### src/rtl/char_feeder.sv
// Character feeder: a DEPTH-entry circular FIFO that presents one registered char per clock
// to the identifier FSM, substituting FILL whenever the buffer is empty.
module char_feeder #(
    parameter int         DEPTH = 8,
    parameter logic [7:0] FILL  = 8'h20
) (
    input  logic                     clk,
    input  logic                     reset,
    input  logic                     wr_en,
    input  logic [7:0]               wr_data,
    input  logic                     pause,
    output logic [7:0]               char,
    output logic                     char_vld,
    output logic                     full,
    output logic [$clog2(DEPTH):0]   count,
    output logic                     ovf
);

    localparam int            AW      = $clog2(DEPTH);
    localparam logic [AW:0]   DEPTH_C = (AW + 1)'(DEPTH);

    logic [7:0]    r_mem [DEPTH];
    logic [AW-1:0] r_wr_ptr;
    logic [AW-1:0] r_rd_ptr;
    logic [AW:0]   r_count;
    logic [7:0]    r_char;
    logic          r_char_vld;
    logic          r_ovf;

    logic          w_full;
    logic          w_wr_acc;
    logic          w_wr_drop;
    logic          w_pop;

    // Acceptance and pop both look only at the registered count, so a pop on a full
    // buffer never makes room for a write on the same edge.
    always_comb begin
        w_full    = (r_count == DEPTH_C);
        w_wr_acc  = wr_en && !w_full;
        w_wr_drop = wr_en && w_full;
        w_pop     = !pause && (r_count != '0);
    end

    // NOTE: the storage array has no reset; stale entries are unreachable once the pointers and count are cleared.
    always_ff @(posedge clk) begin
        if (!reset && w_wr_acc) begin
            r_mem[r_wr_ptr] <= wr_data;
        end
    end

    always_ff @(posedge clk) begin
        if (reset) begin
            r_wr_ptr   <= '0;
            r_rd_ptr   <= '0;
            r_count    <= '0;
            r_char     <= FILL;
            r_char_vld <= 1'b0;
            r_ovf      <= 1'b0;
        end else begin
            if (w_wr_acc) begin
                r_wr_ptr <= r_wr_ptr + AW'(1);
            end

            if (w_wr_drop) begin
                r_ovf <= 1'b1;
            end

            // While paused the presented char and read pointer hold.
            if (!pause) begin
                if (w_pop) begin
                    r_char     <= r_mem[r_rd_ptr];
                    r_char_vld <= 1'b1;
                    r_rd_ptr   <= r_rd_ptr + AW'(1);
                end else begin
                    r_char     <= FILL;
                    r_char_vld <= 1'b0;
                end
            end

            case ({w_wr_acc, w_pop})
                2'b10:   r_count <= r_count + (AW + 1)'(1);
                2'b01:   r_count <= r_count - (AW + 1)'(1);
                default: r_count <= r_count;
            endcase
        end
    end

    assign char     = r_char;
    assign char_vld = r_char_vld;
    assign full     = w_full;
    assign count    = r_count;
    assign ovf      = r_ovf;

endmodule

### config.mk
export PLATFORM = sky130hd
export DESIGN_NAME = char_feeder
export DESIGN_NICKNAME = d
export VERILOG_FILES = /design/src/rtl/char_feeder.sv
export SDC_FILE = /design/constraint.sdc
export NUM_CORES = 1
export LEC_CHECK = 0
export CAP_MARGIN = 0
export CORE_MARGIN = 2
export CORE_UTILIZATION = 55
export DETAILED_ROUTE_END_ITERATION = 16
export PLACE_DENSITY = 0.87
export SYNTH_ARGS = -nofsm -noshare
export SYNTH_HDL_FRONTEND = slang
export SYNTH_SLANG_ARGS = --single-unit
### constraint.sdc
create_clock -name clk -period 5.3 [get_ports clk]
set_clock_uncertainty 0.05 [all_clocks]
set_input_delay 1.06 -clock clk [delete_from_list [all_inputs] [get_ports clk]]
set_output_delay 1.06 -clock clk [all_outputs]
set_load 0.05 [all_outputs]
==> results.md <==
* Syn_area_per_cell at 15.0 µm²
* Synth Register Bits at 87
* Via count at 1959
* Max stage delay on crit path at 0.81 ns
* Sequential fraction of the synthesis area at 0.696
* FF-to-FF path depth at 6
* Placed insts at 322
* Nature of the critical path endpoint: primary output
* Mapped Area at 3420 µm²
* Pre-CTS WS at roughly 1.7 ns
* Area after DPL at ~3700 µm²
* Initial core utilization at 0.575
* Wl on met1 at 2.61 mm
* Total I/O pin count at 27
* Slew margin rel. at 0.207
* Post-synth top flop: edfxtp_1
* Peak VDD IR at 0.000411 V
* Die W at 82.9 µm
* Critical Path, Cell by Cell: or4b_1, inv_1, clkdlybuf4s50_1
* Initial antenna violation count at 0
* RSZ-0062 raised after global routing: false
* Most common cell after layout, fill and taps aside: edfxtp_1
* Core region area at 5960 µm²
* Final hold vios at 0
* Worst path slowest cell: clkdlybuf4s50_1
* Cts repair resizes at 0
* Root Driver: clkbuf_8
* Share of cells above drive strength 1 at 0.0875
* HPWL after DPL at 3.86 mm
* Final nets at 275
* P_leak at 1.27 nW
* Global-route wire length before repair at 9.84 mm
* Worst setup SP type: flip-flop
* WL met2 at 3.15 mm
* Clock Latency Late Sink at 0.34 ns
* Commonest cells after routing, fill and taps aside: edfxtp_1, mux2i_1, clkdlybuf4s50_1
* Distinct cells, synth at 34
* Tot GR Track Use at 0.188
* Critical Path AT at 2.32 ns
* Post-synthesis cell count at 228
* CP Max Fanout at 8
* Final GP Congestion at 0.774
* Pwr per Cell Area at between 400 and 500 nW/µm²
* Crit path buf inv count at 2
* Drc violations at 0
* Pwr Total at 0.00175 W
* Hold/Removal Path Class: reg2reg
* Buffers on Ports at 26
* CP delay by family, top: buffers and inverters
* Antenna cells at 0
* Met3 wire length at about 360 µm
* Async S/R FF share, synth at 0
* Final setup fails at 0
* Fill cells at roughly 430
* Period utilisation layout at 0.648
* Status: finished clean
* Setup TNS at 0 ns
* DRT Wirelength at around 6.3 mm
* DIE HEIGHT at between 80 and 90 µm
* Final non-filler cell total at 338
* CTS Sinks at 87
* Setup Crit Path Kind: reg2out
* Hold buffer count at cts at 0
* Syn nets at 245
* Antenna-violating nets left at 0
* Max frequency at 0.291 GHz
* Worst-case clock buffer depth at 2
* Hold depth at 1
* TritonCTS buffer count at 9
* Required time of the critical path at 4.19 ns
* Yosys warnings at 0
* Post-route minimum period at 3.43 ns
* Largest net degree at the start of global routing at 33
* Reg clk slew, reported paths at roughly 0.080 ns
* Die ar. at between 6000 and 7000 µm²
* Final WS setup at roughly 1.9 ns
* Post-route cell area at 3930 µm²
* Least-Margin Pin Slew at 1.18 ns
* Initial drt markers at about 150
* Setup Buffers After CTS at 0
* Drt wl/cell at ~19 µm
* Htree depth at 3
* Max-Cap Viols at 0
* Drt pass-1 iters at 4
* Clock tree from TritonCTS: built
* Post-synth EDFFs at 64
* Vias per inst at 5.80
* Row count at 28
* Cell depth of the worst setup path at 3
* Area Overhead vs Synth at 14.8%
* Max-slew violations at 0
* GR Overflow Total at 0
* Number of global-route vias before repair at 1961
* Uppermost layer routed: met4
-- final timing paths --
check | start | slack (ns) | to
min | char[3]$_SDFFE_PP0N_ | 0.42 | char[3]$_SDFFE_PP0N_
min reg2reg | char[3]$_SDFFE_PP0N_ | 0.42 | char[3]$_SDFFE_PP0N_
max | count[1]$_SDFFE_PP0P_ | 1.87 | full
max reg2reg | count[1]$_SDFFE_PP0P_ | 2.36 | count[3]$_SDFFE_PP0P_
-- sequential cells by signal, indices dropped and copies added, names as in the netlist, named ones only --
name and flops:
r_rd_ptr 3, r_mem 64, count 4, r_wr_ptr 3, char 8, ovf 1, char_vld 1
-- worst reg2reg max path, delay by kind of cell (launching register included) --
family                     cells  cell delay (ns)
muxes                          1             0.37
DFF                            1             0.39
adders and majority gates      1             0.44
AOI/OAI and AO/OA              1             0.17
and+or+nand+nor                3             1.43
-- area by class of cell --
cell class	count	area (µm²)	area share
flip-flops and latches	87	2380	0.607
clock inverters	7	63.8	0.0162
well taps	75	93.8	0.0239
multi-input cells	129	970	0.247
inverters	1	3.75	0.000955
repair buffers	30	290	0.0739
clock buffers	9	124	0.0315
-- stage by stage --
step	utilization	hold slack, ns
3_3_place_gp	0.628	0.402
5_1_grt	0.660	0.460
2_1_floorplan	-	0.417
6_report	0.660	0.424
3_5_place_dp	0.628	0.413
4_1_cts	0.660	0.432
-- kinds of logic after synthesis --
kind of cell	share of synthesized area
adders and majority gates	0.0183
and+or+nand+nor	0.0716
AOI/OAI and AO/OA	0.0757
muxes	0.0998
DFF	0.696
buffers and inverters	0.0208
xor gates and xnor gates	0.0179
-- cell usage after synthesis, drive strengths merged, types with 5 or more instances --
library cell	count	share of area
edfxtp	64	0.56
nand2	6	0.0088
xor2	5	0.013
nor2	18	0.020
a22oi	16	0.035
ha	5	0.018
nor2b	8	0.015
nor3	5	0.0073
a21oi	8	0.013
a32o	7	0.020
dfxtp	23	0.13
mux2i	33	0.096
buf	8	0.014
-- per-layer routing --
layer	up-vias	global-route usage
li1	935	-
met1	945	0.233
met2	66	0.306
met3	13	0.0447
met4	0	0.0999
met5	-	0
-- report_power, final --
group	switching [W]	total, W	internal, W
clock network	0.000215	0.000429	0.000213
logic	0.000306	0.000480	0.000174
registers	0.0000501	0.000845	0.000795
total	0.000572	0.00175	0.00118
No activity file was read; power rests on OpenSTA's default activity.
